## src/rtl/sensors_intf_sample_writer_if.sv

```systemverilog
// Avalon-MM write-only bus between the sample writer (master) and the sample memory s1 port (slave).
interface sensors_intf_sample_writer_if #(
  parameter int ADDR_W = 14
);
  logic [ADDR_W-1:0] avm_address;
  logic [3:0]        avm_byteenable;
  logic              avm_chipselect;
  logic              avm_write;
  logic [31:0]       avm_writedata;
  logic              avm_waitrequest;

  modport master (
    output avm_address, avm_byteenable, avm_chipselect, avm_write, avm_writedata,
    input  avm_waitrequest
  );

  modport slave (
    input  avm_address, avm_byteenable, avm_chipselect, avm_write, avm_writedata,
    output avm_waitrequest
  );
endinterface

```

## src/rtl/sensors_intf_sample_writer.sv

```systemverilog
// Avalon-MM write master draining a valid/ready sample stream into a circular word buffer.
// Optional feature macro: SENSORS_INTF_SAMPLE_TIMESTAMP_EN (timestamp word written before each sample).
module sensors_intf_sample_writer #(
  parameter int ADDR_W     = 14,
  parameter int BASE_ADDR  = 0,
  parameter int DEPTH      = 10500,
  parameter int FIFO_DEPTH = 4
) (
  input  logic                         clk,
  input  logic                         reset,
  input  logic [31:0]                  sample_data,
  input  logic                         sample_valid,
  output logic                         sample_ready,
  input  logic                         enable,
  input  logic                         clear,
  sensors_intf_sample_writer_if.master avm,
  output logic [ADDR_W-1:0]            wr_ptr,
  output logic [ADDR_W-1:0]            count,
  output logic                         wrapped,
  output logic                         dbg_state
);

  // Handshakes: a sample transfers on a rising clk edge with sample_valid & sample_ready high
  // (ready never depends on valid); a memory word transfers on an edge with avm_write high and
  // avm_waitrequest low, and address/data/write stay frozen while waitrequest is high.
  typedef enum logic {S_IDLE = 1'b0, S_WRITE = 1'b1} state_t;

`ifdef SENSORS_INTF_SAMPLE_TIMESTAMP_EN
  localparam int FW = 64;
`else
  localparam int FW = 32;
`endif
  localparam int                FA      = $clog2(FIFO_DEPTH);
  localparam logic [FA:0]       LVL_ONE = (FA+1)'(1);
  localparam logic [ADDR_W-1:0] BASE    = ADDR_W'(BASE_ADDR);
  localparam logic [ADDR_W-1:0] LAST    = ADDR_W'(DEPTH - 1);
  localparam logic [ADDR_W-1:0] DEPTH_W = ADDR_W'(DEPTH);

  state_t            state;
  logic              clear_pending;
  logic [FW-1:0]     fifo_mem [FIFO_DEPTH];
  logic [FA:0]       fifo_wr, fifo_rd, fifo_level;
  logic              fifo_full, fifo_empty, push, next_avail, two_or_more;
  logic [FA-1:0]     rd_idx, rd_idx_nxt;
  logic [FW-1:0]     push_word, head_word, next_word;
  logic [31:0]       head_first, next_first;
  logic [ADDR_W-1:0] ptr_nxt;

  assign fifo_level  = fifo_wr - fifo_rd;
  assign fifo_full   = fifo_level[FA];
  assign fifo_empty  = (fifo_level == '0);
  // A clear seen mid-write keeps the input closed until the flush lands, so nothing is lost to it.
  assign sample_ready = ~reset & ~fifo_full & ~clear & ~clear_pending;
  assign push        = sample_valid & sample_ready;
  assign rd_idx      = fifo_rd[FA-1:0];
  assign rd_idx_nxt  = rd_idx + 1'b1;
  assign head_word   = fifo_mem[rd_idx];
  assign two_or_more = (fifo_level > LVL_ONE);
  assign next_avail  = two_or_more | push;
  assign next_word   = two_or_more ? fifo_mem[rd_idx_nxt] : push_word;
  assign ptr_nxt     = (wr_ptr == LAST) ? '0 : wr_ptr + 1'b1;
  assign dbg_state   = state;

`ifdef SENSORS_INTF_SAMPLE_TIMESTAMP_EN
  logic [31:0] ts_cnt;
  logic        word_sel;  // 0: timestamp word of the pair is on the bus, 1: data word

  always_ff @(posedge clk or posedge reset) begin
    if (reset) ts_cnt <= '0;
    else       ts_cnt <= ts_cnt + 1'b1;
  end

  assign push_word  = {ts_cnt, sample_data};
  assign head_first = head_word[63:32];
  assign next_first = next_word[63:32];
`else
  assign push_word  = sample_data;
  assign head_first = head_word;
  assign next_first = next_word;
`endif

  always_ff @(posedge clk) begin
    if (push) fifo_mem[fifo_wr[FA-1:0]] <= push_word;
  end

  always_ff @(posedge clk or posedge reset) begin
    if (reset) begin
      state              <= S_IDLE;
      clear_pending      <= 1'b0;
      fifo_wr            <= '0;
      fifo_rd            <= '0;
      wr_ptr             <= '0;
      count              <= '0;
      wrapped            <= 1'b0;
      avm.avm_address    <= '0;
      avm.avm_byteenable <= '0;
      avm.avm_chipselect <= 1'b0;
      avm.avm_write      <= 1'b0;
      avm.avm_writedata  <= '0;
`ifdef SENSORS_INTF_SAMPLE_TIMESTAMP_EN
      word_sel           <= 1'b0;
`endif
    end else begin
      if (push) fifo_wr <= fifo_wr + 1'b1;
      case (state)
        S_IDLE: begin
          if (clear) begin
            fifo_wr <= '0;
            fifo_rd <= '0;
            wr_ptr  <= '0;
            count   <= '0;
            wrapped <= 1'b0;
          end else if (enable && !fifo_empty) begin
            avm.avm_address    <= BASE + wr_ptr;
            avm.avm_writedata  <= head_first;
            avm.avm_write      <= 1'b1;
            avm.avm_chipselect <= 1'b1;
            avm.avm_byteenable <= 4'hF;
`ifdef SENSORS_INTF_SAMPLE_TIMESTAMP_EN
            word_sel           <= 1'b0;
`endif
            state              <= S_WRITE;
          end
        end
        S_WRITE: begin
          if (clear) clear_pending <= 1'b1;
          if (!avm.avm_waitrequest) begin
            if (clear || clear_pending) begin
              // The word just landed in memory, but its pointer update is dropped by the flush.
              fifo_wr            <= '0;
              fifo_rd            <= '0;
              wr_ptr             <= '0;
              count              <= '0;
              wrapped            <= 1'b0;
              clear_pending      <= 1'b0;
              avm.avm_write      <= 1'b0;
              avm.avm_chipselect <= 1'b0;
              avm.avm_byteenable <= 4'h0;
              state              <= S_IDLE;
            end else begin
              wr_ptr          <= ptr_nxt;
              avm.avm_address <= BASE + ptr_nxt;
              if (wr_ptr == LAST) wrapped <= 1'b1;
              if (count != DEPTH_W) count <= count + 1'b1;
`ifdef SENSORS_INTF_SAMPLE_TIMESTAMP_EN
              if (!word_sel) begin
                avm.avm_writedata <= head_word[31:0];
                word_sel          <= 1'b1;
              end else
`endif
              begin
                fifo_rd <= fifo_rd + 1'b1;
                if (enable && next_avail) begin
                  avm.avm_writedata <= next_first;
`ifdef SENSORS_INTF_SAMPLE_TIMESTAMP_EN
                  word_sel          <= 1'b0;
`endif
                end else begin
                  avm.avm_write      <= 1'b0;
                  avm.avm_chipselect <= 1'b0;
                  avm.avm_byteenable <= 4'h0;
                  state              <= S_IDLE;
                end
              end
            end
          end
        end
        default: state <= S_IDLE;
      endcase
    end
  end

endmodule

```

## src/flat_wrapper.sv

```systemverilog
// flat-port wrapper written by rule: the top's interface ports become plain ports
module sensors_intf_sample_writer_flat 
#(
  parameter int ADDR_W     = 14,
  parameter int BASE_ADDR  = 0,
  parameter int DEPTH      = 10500,
  parameter int FIFO_DEPTH = 4
)
  (clk, reset, sample_data, sample_valid, sample_ready, enable, clear, wr_ptr, count, wrapped, dbg_state, avm_avm_address, avm_avm_byteenable, avm_avm_chipselect, avm_avm_write, avm_avm_writedata, avm_avm_waitrequest);
  sensors_intf_sample_writer_if #(.ADDR_W(ADDR_W)) avm_i ();
  input  logic clk;
  input  logic reset;
  input  logic [31:0] sample_data;
  input  logic sample_valid;
  output logic sample_ready;
  input  logic enable;
  input  logic clear;
  output logic [ADDR_W-1:0] wr_ptr;
  output logic [ADDR_W-1:0] count;
  output logic wrapped;
  output logic dbg_state;
  output wire logic [$bits(avm_i.avm_address)-1:0] avm_avm_address;
  output wire logic [$bits(avm_i.avm_byteenable)-1:0] avm_avm_byteenable;
  output wire logic [$bits(avm_i.avm_chipselect)-1:0] avm_avm_chipselect;
  output wire logic [$bits(avm_i.avm_write)-1:0] avm_avm_write;
  output wire logic [$bits(avm_i.avm_writedata)-1:0] avm_avm_writedata;
  input wire logic [$bits(avm_i.avm_waitrequest)-1:0] avm_avm_waitrequest;
  assign avm_avm_address = avm_i.avm_address;
  assign avm_avm_byteenable = avm_i.avm_byteenable;
  assign avm_avm_chipselect = avm_i.avm_chipselect;
  assign avm_avm_write = avm_i.avm_write;
  assign avm_avm_writedata = avm_i.avm_writedata;
  assign avm_i.avm_waitrequest = avm_avm_waitrequest;
  sensors_intf_sample_writer #(.ADDR_W(ADDR_W), .BASE_ADDR(BASE_ADDR), .DEPTH(DEPTH), .FIFO_DEPTH(FIFO_DEPTH)) u_core (.clk(clk), .reset(reset), .sample_data(sample_data), .sample_valid(sample_valid), .sample_ready(sample_ready), .enable(enable), .clear(clear), .avm(avm_i), .wr_ptr(wr_ptr), .count(count), .wrapped(wrapped), .dbg_state(dbg_state));
endmodule
```

## config.mk

```make
export PLATFORM = sky130hd
export DESIGN_NAME = sensors_intf_sample_writer_flat
export DESIGN_NICKNAME = d
export VERILOG_FILES = /design/src/rtl/sensors_intf_sample_writer_if.sv /design/src/rtl/sensors_intf_sample_writer.sv /design/src/flat_wrapper.sv
export SDC_FILE = /design/constraint.sdc
export NUM_CORES = 1
export LEC_CHECK = 0
export ABC_AREA = 1
export ABC_CLOCK_PERIOD_IN_PS = 5520
export CAP_MARGIN = 20
export CORE_MARGIN = 4
export CORE_UTILIZATION = 55
export DETAILED_ROUTE_END_ITERATION = 7
export HOLD_SLACK_MARGIN = 0.03
export PLACE_DENSITY_LB_ADDON = 0.12
export SLEW_MARGIN = 20
export SYNTH_ARGS = -nofsm -noshare
export SYNTH_HDL_FRONTEND = slang
export SYNTH_SLANG_ARGS = --single-unit
export TNS_END_PERCENT = 10
```

## constraint.sdc

```tcl
create_clock -name clk -period 5.52 [get_ports clk]
set_input_delay 0.828 -clock clk [delete_from_list [all_inputs] [get_ports clk]]
set_output_delay 0.828 -clock clk [all_outputs]
set_load 0.02 [all_outputs]
```

==> summary.md, run 1 <==
| Metric | Value |
|---|---|
| Post-Syn Nets | ~1500 |
| Ranking of synthesized cells by area | edfxtp_1, dfrtp_1, nand2_1, nand3_1, inv_1 |
| Max cap viols | 0 |
| Clk slew on worst S/H paths | about 0.060 ns |
| # diodes | 0 |
| Clk sinks | between 200 and 250 |
| CTS resizes | 0 |
| Setup crit end kind | output port |
| Least-Margin Pin Slew | approximately 0.86 ns |
| WL/cell | 16.6 µm |
| Core Region | 20400 µm² |
| Setup violators final | 0 |
| Initial antenna violation count | 0 |
| Placer Congestion | 0.937 |
| GRT Util Overall | 0.255 |
| Worst skew pair latency | about 0.50 ns |
| Unique cell type count in the Yosys netlist | 33 |
| Seq/Total Area, Yosys | 0.515 |
| P&R area growth vs syn | 19.2% |
| Worst Path Max Fanout | 79 |
| Post-synth EDFFs | around 130 |
| Yosys reg bits | 212 |
| Final worst path period share | 0.706 |
| Power Dens Cells | 423 nW/µm² |
| DP HPWL | about 20000 µm |
| Rows | 52 |
| Port-buffer cells | 120 |
| Crit path arrival time | around 3.1 ns |
| Post-Route Setup TNS | 0 ns |
| Fin. Hold Viols | 0 |
| Req. time, crit path | between 4 and 5 ns |
| Fin crit period | slightly below 4 ns |
| Crit-path max cell delay | 0.75 ns |
| Ys Warns | 0 |
| Share of layout cells above drive strength 1 | 0.0746 |
| Hold WC Path Type | flip-flop to flip-flop |
| First-pass GRT wire length | a little under 50000 µm |
| H-tree levels | 1 |
| CTS root buffer | clkbuf_16 |
| Worst rel slew slack | 0.430 |
| Hold slack | about 0.47 ns |
| Drt drc | 0 |
| Initial Util | 0.565 |
| Slowest-stage cell, CP | dfrtp_4 |
| Via count | approximately 10000 |
| Highest ir drop seen on vdd | around 0.00033 V |
| I/O Pins | 121 |
| Detail Route Antenna Nets | 0 |
| Async set or reset register ratio after synthesis | 0.396 |
| Initial DRC count | slightly above 900 |
| Area of the mapped netlist | 11500 µm² |
| CTS tree | built |
| Synth cell count leaders | nand2_1, inv_1, nand3_1 |
| Post-Syn Instances | approximately 1500 |
| Critical-path cell list | ha_1 -> fa_1 -> inv_1 -> nand2_1 -> a21oi_1 -> clkdlybuf4s50_1 |
| Post-CTS Setup Bufs | 0 |
| Synth top area share | 0.333 |
| Leak Pwr | around 6.3 nW |
| Most frequent cell after synthesis | nand2_1 |
| Worst setup path category | flip-flop to output port |
| Pin count of the biggest net entering global routing | 86 |
| RSZ-0062 raised after global routing | no |
| DIE HEIGHT | approximately 150 µm |
| Slew Limit Fails | 0 |
| Area leader, netlist | edfxtp_1 |
| Synthesized area per cell | roughly 7.9 µm² |
| Setup Skew | about 0.0085 ns |
| Peak Freq | 257 MHz |
| Top_reg_cell synth | edfxtp_1 |
| Outcome | finished clean |
| Number of global-route vias before repair | roughly 9500 |
| TritonCTS buffer count | 23 |
| Remaining Overflow, GRT | 0 |
| First-pass DRT Iterations | 5 |
| Die X-Extent | between 150 and 200 µm |
| Post-Route WL | between 30000 and 40000 µm |
| Largest buffer count on any clock path | 3 |
| Hold buffer count at CTS | 0 |
| Drt via density | roughly 5.5 |
| Final nets | 1588 |
| CP Launch Type | flip-flop |
| DIE AREA | 23400 µm² |
==> cells by family after synthesis <==
logic type               Yosys count  synth area share
AND/OR/NAND/NOR                  742             0.279
XOR/XNOR                           5           0.00380
AO/OA/AOI/OAI                    195            0.0873
flip-flops                       212             0.515
buffers and inverters            298             0.103
adder cells (fa/ha/maj)           10            0.0115
==> placed cells by master, fill, tap and decap left out, types with 2 or more instances in the layout <==
cell type        netlist  layout
inv_1                206     205
buf_16                 0       4
nor2_1                31      27
edfxtp_1             128     128
clkinv_2               0       7
bufinv_16              0       4
nor2_2                 2       2
o21ai_1               10      10
clkbuf_16              0      24
clkbuf_1              39       3
nand3_1              189     189
xor2_1                 5       5
o21ai_0               88      88
a21oi_1               79      79
dfrtp_1               84      82
ha_1                   9       8
inv_2                  8       8
buf_4                 10      12
clkbuf_8               0       4
nor2_4                 6      10
o22ai_1               12      12
nand4_1               14      14
clkdlybuf4s50_1        0     120
nand2_1              450     450
nor3_1                11      11
nand2_2                4       4
or2_2                 33      33
==> critical path, delay by kind of cell, from the launching register on <==
family	cells	cell delay [ns]
AOI/OAI and AO/OA	1	0.16
adders and majority gates	2	0.82
buffers and inverters	2	0.75
DFF	1	0.75
and+or+nand+nor	1	0.08
==> metal layers <==
layer | global-route usage | vias up | wire, µm
met5 | 0 | - | 0
met4 | 0.0636 | 0 | 626
met3 | 0.0303 | 54 | 2210
met2 | 0.434 | 416 | 14700
met1 | 0.352 | 4698 | 12800
li1 | - | 4876 | -
==> power by group <==
| group | switching, mW | internal [mW] |
|---|---|---|
| Clock | 0.617 | 1.03 |
| Combinational | 1.36 | 0.751 |
| Sequential | 0.188 | 1.87 |
==> cell type report <==
cell class | instances | area (µm²)
inverters | 215 | 808
multi-input cells | 952 | 4440
clock buffers | 31 | 667
well taps | 270 | 338
clock inverters | 10 | 150
flip-flops and latches | 212 | 5950
fillers | 1681 | 6680
repair buffers | 136 | 1400
==> registers in the layout (all words and copies together), names as in the netlist, 3 cells and up <==
name and cells:
u_core.wr_ptr 14, u_core.fifo_rd 3, u_core.avm.avm_address 14, u_core.fifo_wr 3
u_core.avm.avm_writedata 32, u_core.count 14, u_core.fifo_mem 128
==> metrics by stage <==
| step | setup WS [ns] | total power [mW] | std cells | area [µm²] | util |
|---|---|---|---|---|---|
| after floorplan | 0.137 | 3.47 | 1462 | 11500 | - |
| after global placement | 1.82 | 4.13 | 1781 | 12800 | 0.628 |
| after detailed placement | 1.80 | 4.18 | 1784 | 12900 | 0.632 |
| after CTS | 1.65 | 5.84 | 1825 | 13700 | 0.672 |
| after global routing | 1.48 | 6.16 | 1826 | 13800 | 0.673 |
| final | 1.62 | 5.82 | 1826 | 13800 | 0.673 |
==> path summary, 6_finish.rpt <==
path	startpoint	to	slack, ns	depth (start not counted)
worst min register to register	u_core.avm.avm_writedata[24]$_DFFE_PP0P_	u_core.avm.avm_writedata[24]$_DFFE_PP0P_	0.47	2
worst max-delay path	u_core.fifo_rd[0]$_DFFE_PP0P_	sample_ready	1.62	6
worst max register to register	u_core.fifo_rd[0]$_DFFE_PP0P_	u_core.avm.avm_writedata[26]$_DFFE_PP0P_	1.72	12
max in group asynchronous	reset	u_core.fifo_rd[0]$_DFFE_PP0P_	3.61	3
worst min-delay path	u_core.avm.avm_writedata[24]$_DFFE_PP0P_	u_core.avm.avm_writedata[24]$_DFFE_PP0P_	0.47	2
min in group asynchronous	reset	u_core.avm.avm_writedata[27]$_DFFE_PP0P_	0.67	2
No activity file was read; power rests on OpenSTA's default activity.
==> run 2, diff against run 1 <==
--- a/config.mk
+++ b/config.mk
@@ -6,7 +6,7 @@
 export NUM_CORES = 1
 export LEC_CHECK = 0
 export ABC_AREA = 1
-export ABC_CLOCK_PERIOD_IN_PS = 5520
+export ABC_CLOCK_PERIOD_IN_PS = 3750
 export CAP_MARGIN = 20
 export CORE_MARGIN = 4
 export CORE_UTILIZATION = 55
==> constraint.sdc (replaced) <==
create_clock -name clk -period 3.75 [get_ports clk]
set_input_delay 0.5625 -clock clk [delete_from_list [all_inputs] [get_ports clk]]
set_output_delay 0.5625 -clock clk [all_outputs]
set_load 0.02 [all_outputs]
==> run 2 against run 1 <==
Effect of this change:
- global-route usage fell by 0.47 points
- register-to-register slack got worse by 0.93 ns
- hold slack got worse by 0.12 ns
- setup slack worse by 1.1 ns
- routed wire length down 2.8%
- combinational power is 51% higher
- total power rose by 42%
- flip-flop and latch count stayed put
- critical path type unchanged
- largest power group unchanged
- highest routed layer unchanged
==> summary.md, run 2 (synthesis gave the netlist of run 1 again) <==
| Metric | Value |
|---|---|
| Outcome | finished clean |
| Final worst path period share | 0.863 |
| Power Dens Cells | ~600 nW/µm² |
| Setup WS pre-CTS | between 0.8 and 0.9 ns |
| Final nets | between 1500 and 2000 |
| Detail Route Antenna Nets | 0 |
| Reg2Reg Setup Slack | approximately 0.79 ns |
| Drt drc | 0 |
| CTS resizes | 0 |
| H-tree levels | 1 |
| Final non-filler cell total | ~1800 |
| Area after DPL | between 10000 and 15000 µm² |
| Worst Path Max Fanout | 5 |
| CP Launch Type | flip-flop |
| Crit-path max cell delay | 0.69 ns |
| Leak Pwr | 6.24 nW |
| Placer Congestion | around 0.93 |
| First-pass GRT wire length | 48500 µm |
| Clk slew on worst S/H paths | 0.06 ns |
| Most common cell on crit path | inv_1 |
| Setup crit end kind | output port |
| Hold WC Path Type | input pin to async pin |
| Post-CTS Setup Bufs | 0 |
| # diodes | 0 |
| Initial DRC count | 780 |
| CTS root buffer | clkbuf_16 |
| Design Area, Final | around 14000 µm² |
| Worst rel slew slack | 0.390 |
| Crit-path leading delay family | buffers and inverters |
| WL/cell | about 16 µm |
| Worst reg2reg path depth | 12 |
| RR Startpoint | u_core.fifo_wr[0]$_DFF_PP0_ |
| Share of layout cells above drive strength 1 | 0.0722 |
| Worst skew pair latency | 0.51 ns |
| Fin worst setup slack | around 0.51 ns |
| CP Depth | 7 |
| Least-Margin Pin Slew | just over 0.9 ns |
| Peak Freq | between 300 and 400 MHz |
| Core Region | a little over 20000 µm² |
| Drt via density | between 5 and 6 |
| Largest buffer count on any clock path | 3 |
| WP buf/inv | 3 |
| DIE HEIGHT | about 150 µm |
| Max FFs per register | 128 |
| Initial antenna violation count | 0 |
| Post-Route WL | around 30000 µm |
| Hold slack | ~0.34 ns |
| Clk sinks | roughly 210 |
| Number of global-route vias before repair | between 9000 and 10000 |
| Remaining Overflow, GRT | 0 |
| GRT Util Overall | 0.250 |
| Slew Limit Fails | 0 |
| Post-placement cell count | 1791 |
| Fillcell total | between 1500 and 2000 |
| DIE AREA | 23400 µm² |
| Highest ir drop seen on vdd | 0.000396 V |
| Setup crit end | sample_ready |
| Fin. Hold Viols | 0 |
| Fin crit period | 3.24 ns |
| Worst setup path category | flip-flop to output port |
| Setup Skew | roughly 0.013 ns |
| CTS tree | built |
| Setup violators final | 0 |
| Post-Route Setup TNS | 0 ns |
| Pin count of the biggest net entering global routing | 97 |
| Most common cell after layout, fill and taps aside | nand2_1 |
| Port-buffer cells | 120 |
| DP HPWL | ~18000 µm |
| Req. time, crit path | about 3.2 ns |
| Max cap viols | 0 |
| Via count | between 9000 and 10000 |
| I/O Pins | about 120 |
| Crit path arrival time | between 2 and 3 ns |
| P&R area growth vs syn | 18.0% |
| Rows | 52 |
| Critical-path cell list | inv_1 -> ha_1 -> fa_1 -> inv_1 -> nand2_1 -> a21oi_1 -> clkdlybuf4s50_1 |
| Core Util, Final | 0.666 |
| TritonCTS buffer count | 24 |
| Power Total | 8.25 mW |
| Reg2reg end | u_core.avm.avm_writedata[5]$_DFFE_PP0P_ |
| Most frequent cells in the layout | nand2_1, inv_1, nand3_1 |
| Initial Util | 0.565 |
| Die X-Extent | between 150 and 200 µm |
| CP startpoint | u_core.fifo_wr[0]$_DFF_PP0_ |
| RSZ-0062 raised after global routing | no |
| Slowest-stage cell, CP | clkdlybuf4s50_1 |
| Hold buffer count at CTS | 0 |
| First-pass DRT Iterations | 7 |
==> run 2: cell count changes in the layout (fill, tap and decap cells not counted), moves of 3 or more <==
cell / change
buf_16: -4
clkbuf_1: +9
nor2_2: +3
nor2_4: -3
clkinv_1: +3
buf_4: +9
clkinv_2: -5
bufinv_16: -4
clkbuf_8: -3
==> run 2: worst min-delay path by stage <==
stage	from	end
6_report	reset	u_core.avm.avm_address[3]$_DFFE_PP0P_
2_1_floorplan	u_core.fifo_rd[2]$_DFFE_PP0P_	u_core.fifo_rd[2]$_DFFE_PP0P_
3_5_place_dp	u_core.avm.avm_writedata[29]$_DFFE_PP0P_	u_core.avm.avm_writedata[29]$_DFFE_PP0P_
4_1_cts	reset	u_core.avm.avm_address[3]$_DFFE_PP0P_
3_3_place_gp	u_core.avm.avm_writedata[19]$_DFFE_PP0P_	u_core.avm.avm_writedata[19]$_DFFE_PP0P_
5_1_grt	reset	u_core.avm.avm_address[3]$_DFFE_PP0P_
==> run 2: area by class of cell <==
type                            count  area [µm²]  area share
Inverter                          215         811      0.0596
Sequential cell                   212        5950       0.437
Clock inverter                      6        30.0     0.00221
Clock buffer                       38         684      0.0503
Multi-Input combinational cell    952        4420       0.325
Tap cell                          270         338      0.0248
Timing Repair Buffer              142        1370       0.101
==> run 2: per-layer routing <==
layer | track usage | up-vias | share of wire
li1 | - | 4890 | -
met2 | 0.421 | 396 | 0.48
met1 | 0.340 | 4567 | 0.42
met5 | 0 | - | 0
met3 | 0.0362 | 65 | 0.072
met4 | 0.0742 | 0 | 0.023
==> run 2: where the power goes <==
group          switching [mW]  leakage, nW  internal, mW
Clock                   0.895        0.346          1.25
Combinational            2.08         3.62          1.10
Sequential              0.157         2.27          2.76
Total                    3.14         6.24          5.11
